**config.mk**
```make
export PLATFORM = sky130hd
export DESIGN_NAME = morse_symbol_tx
export DESIGN_NICKNAME = d
export VERILOG_FILES = /design/src/rtl/morse_symbol_tx.sv
export SDC_FILE = /design/constraint.sdc
export NUM_CORES = 1
export LEC_CHECK = 0
export CORE_UTILIZATION = 45
export CTS_CLUSTER_SIZE = 25
export DETAILED_ROUTE_END_ITERATION = 8
export HOLD_SLACK_MARGIN = 0.15
export PLACE_DENSITY = 0.62
export SYNTH_ARGS = -nofsm -noshare
export SYNTH_HDL_FRONTEND = slang
export SYNTH_SLANG_ARGS = --single-unit
```
**constraint.sdc**
```tcl
create_clock -name clk_i -period 7 [get_ports clk_i]
set_clock_uncertainty 0.15 [all_clocks]
set_input_delay 1.05 -clock clk_i [delete_from_list [all_inputs] [get_ports clk_i]]
set_output_delay 1.05 -clock clk_i [all_outputs]
set_load 0.005 [all_outputs]
```
**src/rtl/morse_symbol_tx.sv**
```systemverilog
// Morse symbol transmitter.
// Symbols come in over a valid/ready handshake, wait in a small FIFO, and go out
// on a single serial line as timed mark (high) and gap (low) intervals.
//
// Parameters:
//   UNIT  - clock cycles per Morse time unit (>= 1)
//   DEPTH - symbol FIFO entries (power of 2, >= 2)
// Ports:
//   clk_i        - clock, rising edge
//   rst_i        - asynchronous active-high reset
//   sym_valid_i  - a symbol is offered on sym_i
//   sym_i        - 00 dot, 11 dash, 10 space (letter gap), 01 reserved
//   sym_ready_o  - FIFO can accept a symbol
//   data_out_o   - registered serial Morse line
//   busy_o       - FIFO non-empty or transmitter active
//   err_o        - one-cycle pulse when a reserved code is dequeued
//   level_o      - current FIFO occupancy
module morse_symbol_tx #(
    parameter int unsigned UNIT  = 2,
    parameter int unsigned DEPTH = 4
) (
    input  logic                     clk_i,
    input  logic                     rst_i,
    input  logic                     sym_valid_i,
    input  logic [1:0]               sym_i,
    output logic                     sym_ready_o,
    output logic                     data_out_o,
    output logic                     busy_o,
    output logic                     err_o,
    output logic [$clog2(DEPTH):0]   level_o
);

    localparam int unsigned PtrW = $clog2(DEPTH);
    localparam int unsigned LvlW = $clog2(DEPTH) + 1;
    localparam int unsigned CntW = $clog2(3 * UNIT);

    // Counter loads are "remaining cycles minus one".
    localparam logic [CntW-1:0] UnitCnt  = CntW'(UNIT - 1);
    localparam logic [CntW-1:0] TripleCnt = CntW'(3 * UNIT - 1);

    localparam logic [1:0] SymDot   = 2'b00;
    localparam logic [1:0] SymDash  = 2'b11;
    localparam logic [1:0] SymSpace = 2'b10;

    typedef enum logic [1:0] {
        StIdle,
        StMark,
        StGap
    } state_e;

    logic [1:0]      mem_q [DEPTH];
    logic [PtrW-1:0] wr_ptr_q;
    logic [PtrW-1:0] rd_ptr_q;
    logic [LvlW-1:0] level_q;
    state_e          state_q;
    logic [CntW-1:0] cnt_q;
    logic            data_out_q;
    logic            err_q;

    logic       full;
    logic       empty;
    logic       push;
    logic       pop;
    logic [1:0] head;

    assign full  = (level_q == LvlW'(DEPTH));
    assign empty = (level_q == '0);
    // Full blocks a push even when a pop happens on the same edge.
    assign push  = sym_valid_i && !full;
    // Pops only at a symbol boundary; an empty FIFO is checked before this
    // edge's push, so there is no same-edge bypass.
    assign pop   = !empty && ((state_q == StIdle) || ((state_q == StGap) && (cnt_q == '0)));
    assign head  = mem_q[rd_ptr_q];

    assign sym_ready_o = !full && !rst_i;
    assign data_out_o  = data_out_q;
    assign err_o       = err_q;
    assign level_o     = level_q;
    assign busy_o      = !empty || (state_q != StIdle);

    // Storage needs no reset: pointers and level define what is valid.
    always_ff @(posedge clk_i) begin
        if (push) begin
            mem_q[wr_ptr_q] <= sym_i;
        end
    end

    always_ff @(posedge clk_i or posedge rst_i) begin
        if (rst_i) begin
            wr_ptr_q <= '0;
            rd_ptr_q <= '0;
            level_q  <= '0;
        end else begin
            if (push) begin
                wr_ptr_q <= wr_ptr_q + PtrW'(1);
            end
            if (pop) begin
                rd_ptr_q <= rd_ptr_q + PtrW'(1);
            end
            case ({push, pop})
                2'b10:   level_q <= level_q + LvlW'(1);
                2'b01:   level_q <= level_q - LvlW'(1);
                default: level_q <= level_q;
            endcase
        end
    end

    always_ff @(posedge clk_i or posedge rst_i) begin
        if (rst_i) begin
            state_q    <= StIdle;
            cnt_q      <= '0;
            data_out_q <= 1'b0;
            err_q      <= 1'b0;
        end else begin
            err_q <= 1'b0;
            if (pop) begin
                case (head)
                    SymDot: begin
                        state_q    <= StMark;
                        cnt_q      <= UnitCnt;
                        data_out_q <= 1'b1;
                    end
                    SymDash: begin
                        state_q    <= StMark;
                        cnt_q      <= TripleCnt;
                        data_out_q <= 1'b1;
                    end
                    SymSpace: begin
                        state_q    <= StGap;
                        cnt_q      <= TripleCnt;
                        data_out_q <= 1'b0;
                    end
                    default: begin
                        // Reserved code: flag it and consume no line time.
                        state_q    <= StIdle;
                        cnt_q      <= '0;
                        data_out_q <= 1'b0;
                        err_q      <= 1'b1;
                    end
                endcase
            end else begin
                case (state_q)
                    StMark: begin
                        if (cnt_q == '0) begin
                            // Every mark is followed by a one-unit element gap.
                            state_q    <= StGap;
                            cnt_q      <= UnitCnt;
                            data_out_q <= 1'b0;
                        end else begin
                            cnt_q <= cnt_q - CntW'(1);
                        end
                    end
                    StGap: begin
                        if (cnt_q != '0) begin
                            cnt_q <= cnt_q - CntW'(1);
                        end else begin
                            state_q <= StIdle;
                        end
                    end
                    default: begin
                        state_q <= StIdle;
                    end
                endcase
            end
        end
    end

endmodule

```
Yosys cells after proc, flatten, opt, wreduce, memory -nomap -nowiden:

Memories as Yosys holds them, arrays and structs flattened.
Cells that the tools add are included.

* memories: 1
* memory bits (writable): 8
* word-level logic and storage cells: 67
* register bits after elaboration: 14
* output and inout bits: 7

Memory list
* mem_q: depth 4, width 2, rd ports 1, clocked after Yosys merged registers in 0, write ports 1, line 51 `logic [1:0] mem_q [DEPTH];`

* mux-type cells: 19
* reduce and logical (&&, ||, !) cells: 25
* add/subtract/negate cells: 5
* equality and inequality tests: 10

Operators with widths (number)
* 3-bit case mux with 2 select lines: 3
* 3-bit two-way mux: 3
* 2-bit equality test, second input constant: 4
* 1-bit two-way mux: 8
* 2-bit case mux with 2 select lines: 2
* 2-bit nonzero test: 4
* 3-bit logical NOT: 2
* 2-bit two-way mux: 3
* 3-bit inequality test, second input constant: 2
* 2-bit AND reduction: 3
* 3-bit nonzero test: 2
* 3-bit by 1-bit subtractor with 3-bit output, second input constant: 2
* 2-bit by 1-bit adder with 2-bit output, second input constant: 2
* 2-bit by 1-bit equality test with 1-bit output, second input constant: 2
* 1-bit logical AND: 4
* 2-bit logical NOT: 2
* 2-bit OR reduction: 2
* 3-bit by 1-bit adder with 3-bit output, second input constant: 1
* 3-bit equality test, second input constant: 1
* 1-bit logical NOT: 3
* 3-bit by 2-bit inequality test with 1-bit output, second input constant: 1
* 3-bit OR reduction: 1
* 1-bit logical OR: 2

Logic depth before layout (Yosys ltp):

Gate-level depths: netlist of the first run.

* depth in word-level cells: 6
* mapped depth: 10
* depth with buffers taken out: 9

Worst setup path after synthesis of the first run:

OpenSTA, ideal clock, no wires.

* kind: input -> register
* from: in sym_valid_i
* to: reg level_q[2] (netlist: level_o[2])
* stages: 7
* path slack: 4.309 ns
* arrival: 2.413 ns
* path buffers: 0
* cells stage by stage: a21boi_1 -> inv_1 -> ha_1 -> fa_1 -> xnor2_1 -> nor2_1 -> xor2_1

* longest elaborated chain between the ends: 3
* elaborated cells on any way between the ends: 5
* those cells by class: eq/ne: 2; mux: 1; reduce/logical: 2

Ends and longest elaborated chain
* start: declaration: line 24 `input logic sym_valid_i,`
* 1-bit logical AND (*): line 69 `assign push = sym_valid_i && !full;`
* 2-bit by 1-bit equality test with 1-bit output / 2-bit equality test (equally long branches): line 100 `case ({push, pop})`
* 3-bit case mux with 2 select lines / 2-bit nonzero test (equally long branches)
* end signal: assignment: line 101 `2'b10: level_q <= level_q + LvlW'(1);`
* end signal: assignment: line 102 `2'b01: level_q <= level_q - LvlW'(1);`
* end signal: assignment: line 103 `default: level_q <= level_q;`
* end: declaration: line 54 `logic [LvlW-1:0] level_q;`

Every way passes the cells marked *; elsewhere a longest branch is shown, timed or not.
A chain may end at the register's enable or synchronous reset.

Final worst setup path of the first run:

* from: in rst_i
* to: out sym_ready_o

* longest elaborated chain between the ends: 2

Ends and longest elaborated chain
* start: declaration: line 23 `input logic rst_i,`
* 1-bit logical NOT (no source line)
* 1-bit logical AND: line 75 `assign sym_ready_o = !full && !rst_i;`
* end: declaration: line 26 `output logic sym_ready_o,`

No other way between the ends.

==> out/metrics.cfg, run 1 <==
[run_status]
status=finished clean

[logic_synthesis]
async_reset_ff_share_pct=63.6
postSynthAreaPerCell_sq_um=11.2
synth-main-ff-cell=dfrtp_1
netlist.top_cell.by_area=dfrtp_1
synth_area_leaders=dfrtp_1, edfxtp_1, ha_1, mux4_2, xnor2_1
synth_top_area_share_pct=28.0
synth-edff-count=8
synth_common_cells=dfrtp_1, ha_1, inv_1
yosysMostFrequentCell=dfrtp_1
synth-seq-cells=22
netlist_area_sq_um=1250
ys.warnings.count=0
ys_seq_area_share_pct=47.2
synth_cell_types=34
synth_nets=129
syn_inst=112

[timing]
finalSetupTns_ns=0
rsz0062_at_grt=false
fin_crit_sh_pct=47.3
min_period_ns=3.31
slew_viol_final=0
finalHoldViolCount=0
tightest_slew_ns=0.557
max_freq_ghz=0.302
maxSlewHeadroom_pct=62.8
setup_viol=0

[setup_path]
criticalPathCategory=input port to output port
cp_max_fo=2
cp-start-kind=input port
cp.depth=3
critical_path_required_ns=5.80
arrival_ns=2.11
r2r_cells=7
crit_path_top_delay_cell=clkdlybuf4s50_1
max_stage_delay_ns=0.52
cp_cell_sequence=clkdlybuf4s50_1, a21oi_1, clkdlybuf4s50_1
cpMostUsedCell=clkdlybuf4s50_1
cp-startpoint=rst_i
cpLargestDelayFamily=buffers and inverters
r2r_start=cnt_q[0]
path_buf_inv=2
cp-end-kind=output port

[detailed_routing]
vias=824
drt_first_pass_iters=4
drtAntennaViolNets=0
drtIter0Drc=25
wl_microns=1990
drt-vias-per-instance=5.42
wire_per_inst_microns=13.1
drc_errors=0

[grt]
grt.busiest_layer=met2
grt_overflow=0
grt_antenna_before_repair=0
grt_first_pass_wirelength_microns=3240
use_met3_pct=5.00
met1_usage_pct=21.3
grt_max_degree=15
gr-usage-met2_pct=23.5
grt_usage_pct=15.4
grt_pass1_vias=724

[clocking]
ctsHoldBuffers=0
clk_pin_slew_ns=0.13
clk-insertion-delay-late_ns=0.30
cts_root_buf=clkbuf_4
post-cts-setup-buffers=0
cts_buffers=3
htree_levels=1
clock-sinks=22
cts_buffer_depth=2
post_cts_resize_count=0
cts_tree=done

[floorplan]
start_util_pct=49.2
die_h_microns=54.7
design.core.area_sq_um=2540
floorplan.die_area_sq_um=3000
placementRows=18
num_io_pins=12
fp.dieW_microns=54.7

[run]
cap_viol_max_count=0

[min_path]
hold_path_depth=1
min_path_type=register to register
min_from=rd_ptr_q[1]

[placed_design]
portBuffers=11
place_congestion=0.760
dp_hpwl_microns=1480
placed_cell_area_sq_um=1370

[power]
combPwrFrac_pct=53.8
clockPowerShare_pct=8.5
seqPwrFrac_pct=37.7
peakVddDrop_mv=0.283
power.density_nw_per_um2=474
p_sw_share_pct=40.7
p_sw_mw=0.269
p_int_mw=0.393
p_leak_nw=0.583

[final_layout]
fin_area_sq_um=1400
n_fill_cell=226
synthToLayoutAreaGrowth_pct=11.6
regArea_sq_um=591
drive_gt1_share_pct=9.84
multi_input_area_sq_um=598
fin_nets=141
antenna_cells=0

==> worst reg2reg max path, stage by stage, from the launching register on <==
cell,delay [ns]
dfrtp_1,0.43
inv_1,0.10
ha_1,0.22
nand2b_1,0.24
a211oi_4,0.47
ha_1,0.28
fa_1,0.43
mux2_2,0.27
==> power by group through the flow <==
| stage | Clock [mW] | Sequential, mW | Combinational (mW) |
|---|---|---|---|
| finish | 0.0564 | 0.249 | 0.356 |
| global route | 0.0622 | 0.260 | 0.407 |
| global placement | 0 | 0.253 | 0.351 |
| floorplan | 0 | 0.232 | 0.287 |
| CTS | 0.0585 | 0.250 | 0.357 |
| detailed placement | 0 | 0.253 | 0.355 |
==> state kept, by name, indices dropped and copies added (netlist names) <==
register    cells
cnt_q           3
level_o         3
rd_ptr_q        2
state_q         2
mem_q           8
err_o           1
data_out_o      1
wr_ptr_q        2
==> logic make-up after synthesis <==
group	count (synthesis)	synth area share, %
buf+inv	14	5.00
simple gates	30	12.9
flops	22	47.2
xor+xnor	7	4.90
mux	3	4.50
fa+ha+maj	12	12.6
compound gates	24	12.9
==> layer usage <==
| layer | routed length, microns | part of all wire (%) |
|---|---|---|
| met3 | 93 | 4.7 |
| met1 | 1000 | 50 |
| met5 | 0 | 0 |
| met4 | 10 | 0.50 |
| met2 | 889 | 45 |
==> metrics by stage <==
step                hold WS (ns)  setup slack (ns)  util [%]  std cells  total power [mW]
floorplan                  0.331              4.31         -        112             0.519
CTS                        0.383              3.68      54.9        152             0.666
global placement           0.359              3.71      54.0        149             0.603
detailed placement         0.366              3.69      54.0        149             0.608
finish                     0.379              3.69      54.9        152             0.662
global route               0.401              3.66      54.9        152             0.729
==> layout make-up <==
cell class                 instances  area share (%)
clock buffer                       3            1.61
timing repair buffer              11            7.89
inverter                          10            2.69
multi-input combinational         76            42.8
tap                               30            2.69
sequential                        22            42.3
==> worst paths after layout <==
check	slack (ns)	end
max in group asynchronous	5.35	state_q[0]
max	3.69	sym_ready_o
min	0.38	rd_ptr_q[1]
min in group asynchronous	0.97	level_o[2]
max reg2reg	4.28	level_o[1]
min reg2reg	0.38	rd_ptr_q[1]
==> placed cells by master, fill, tap and decap left out, drive strengths merged, types with 2 or more instances in the layout <==
master         count
nand2b             2
xnor2              5
a31oi              2
or2                2
nand3              2
edfxtp             8
a22oi              2
mux4               2
inv               10
clkdlybuf4s50     11
xor2               2
clkbuf             3
a21oi              6
dfrtp             14
nor2               6
ha                11
nand2              7
or3                2
and2               6
o21ai              7
nor3b              2
No activity file was read; power rests on OpenSTA's default activity.
==> inputs of run 2 (changes only) <==
--- a/config.mk
+++ b/config.mk
@@ -9,7 +9,7 @@
 export CTS_CLUSTER_SIZE = 25
 export DETAILED_ROUTE_END_ITERATION = 8
 export HOLD_SLACK_MARGIN = 0.15
-export PLACE_DENSITY = 0.62
+export PLACE_DENSITY = 0.65
 export SYNTH_ARGS = -nofsm -noshare
 export SYNTH_HDL_FRONTEND = slang
 export SYNTH_SLANG_ARGS = --single-unit
==> constraint.sdc (replaced) <==
create_clock -name clk_i -period 2.65 [get_ports clk_i]
set_clock_uncertainty 0.15 [all_clocks]
set_input_delay 0.3975 -clock clk_i [delete_from_list [all_inputs] [get_ports clk_i]]
set_output_delay 0.3975 -clock clk_i [all_outputs]
set_load 0.005 [all_outputs]
==> out/metrics.cfg, run 2 (same netlist as run 1, synthesis figures left out) <==
[timing]
setup_viol=0
holdWs_ns=0.289
fin_crit_sh_pct=95.0
slew_viol_final=0
max_freq_ghz=0.397
finalHoldViolCount=0
maxSlewHeadroom_pct=61.9
finalSetupTns_ns=0
tightest_slew_ns=0.570
min_period_ns=2.52
rsz0062_at_grt=false

[power]
power.density_nw_per_um2=1310
peakVddDrop_mv=0.753
fin_total_pwr_mw=1.93
p_leak_nw=0.626

[floorplan]
design.core.area_sq_um=2540
floorplan.die_area_sq_um=3000
placementRows=18
fp.dieW_microns=54.7
start_util_pct=49.2
num_io_pins=12
die_h_microns=54.7

[run]
cap_viol_max_count=0

[final_layout]
mostFrequentLayoutCells=dfrtp_1, ha_1, clkdlybuf4s50_1
fin_area_sq_um=1470
fin_nets=147
n_fill_cell=222
antenna_cells=0
layout_commonest_cell=dfrtp_1
drive_gt1_share_pct=14.7
largest_reg_flops=8
regMostFlops=mem_q
synthToLayoutAreaGrowth_pct=17.6

[grt]
grt_usage_pct=18.2
grt_pass1_vias=863
grt_overflow=0
grt_antenna_before_repair=0
grt_max_degree=15
grt_first_pass_wirelength_microns=3750

[placed_design]
dp_hpwl_microns=1570
place_congestion=0.783
portBuffers=11
placed_cell_area_sq_um=1420

[clocking]
ctsHoldBuffers=0
post_cts_resize_count=0
cts_tree=done
post-cts-setup-buffers=0
clk_pin_slew_ns=0.13
clock-sinks=22
htree_levels=1
cts_root_buf=clkbuf_4
cts_buffer_depth=2
clk-insertion-delay-late_ns=0.32
cts_buffers=3

[setup_path]
cp-end-kind=output port
r2r-end=level_o[1]
r2r_start=cnt_q[0]
cp-start-kind=register
criticalPathCategory=register to output port
r2r_cells=7
rrSetupSlack_ns=0.29
cp_max_fo=6
critical_path_required_ns=2.10
arrival_ns=1.97

[detailed_routing]
drtIter0Drc=22
wire_per_inst_microns=13.7
wl_microns=2180
drt-vias-per-instance=5.52
drt_first_pass_iters=4
drtAntennaViolNets=0
drc_errors=0
vias=878

[run_status]
status=finished clean

[min_path]
min_path_type=input port to asynchronous set/reset pin

-- run 2: critical path, cell delays in order (launching register included) --
cell	delay, ns
dfrtp_1	0.47
or3_1	0.44
or2_2	0.30
clkdlybuf4s50_1	0.44
-- run 2: area by class of cell --
cell class / count / area [sq um] / share of cell area, %
clock buffers: 3 / 22.5 / 1.53
multi-input cells: 76 / 598 / 40.6
inverters: 10 / 37.5 / 2.55
flip-flops and latches: 22 / 591 / 40.1
clock inverters: 1 / 30.0 / 2.04
well taps: 30 / 37.5 / 2.55
repair buffers: 17 / 155 / 10.5
-- run 2: worst max-delay path by stage --
stage                 from         end  slack [ns]  cells past startpoint
2_1_floorplan     cnt_q[0]  level_o[1]        0.31                      8
3_3_place_gp   sym_valid_i  level_o[2]        0.34                      8
3_5_place_dp   sym_valid_i  level_o[2]        0.29                      8
4_1_cts         level_o[2]      busy_o        0.12                      3
5_1_grt         level_o[2]      busy_o        0.04                      3
6_report        level_o[2]      busy_o        0.13                      3
-- run 2: where the power goes --
group	internal, mW	leakage (nW)	total, mW	switching [mW]
Sequential	0.498	0.242	0.638	0.140
Combinational	0.534	0.356	1.03	0.493
Clock	0.153	0.0279	0.264	0.111
-- run 2: per-stage QoR --
stage / cells / worst slack (ns) / utilization, %
after floorplan: 112 / 0.309 / -
after global placement: 155 / 0.340 / 55.8
after detailed placement: 155 / 0.288 / 55.8
after CTS: 159 / 0.119 / 57.8
after global routing: 159 / 0.0398 / 57.8
final: 159 / 0.132 / 57.8
-- run 2: layer usage --
layer / up-vias / share of wire [%] / GRT usage (%)
li1: 421 / - / -
met3: 5 / 3.6 / 3.33
met5: - / 0 / 0
met1: 431 / 43 / 21.4
met4: 0 / 2.3 / 8.97
met2: 21 / 51 / 31.3
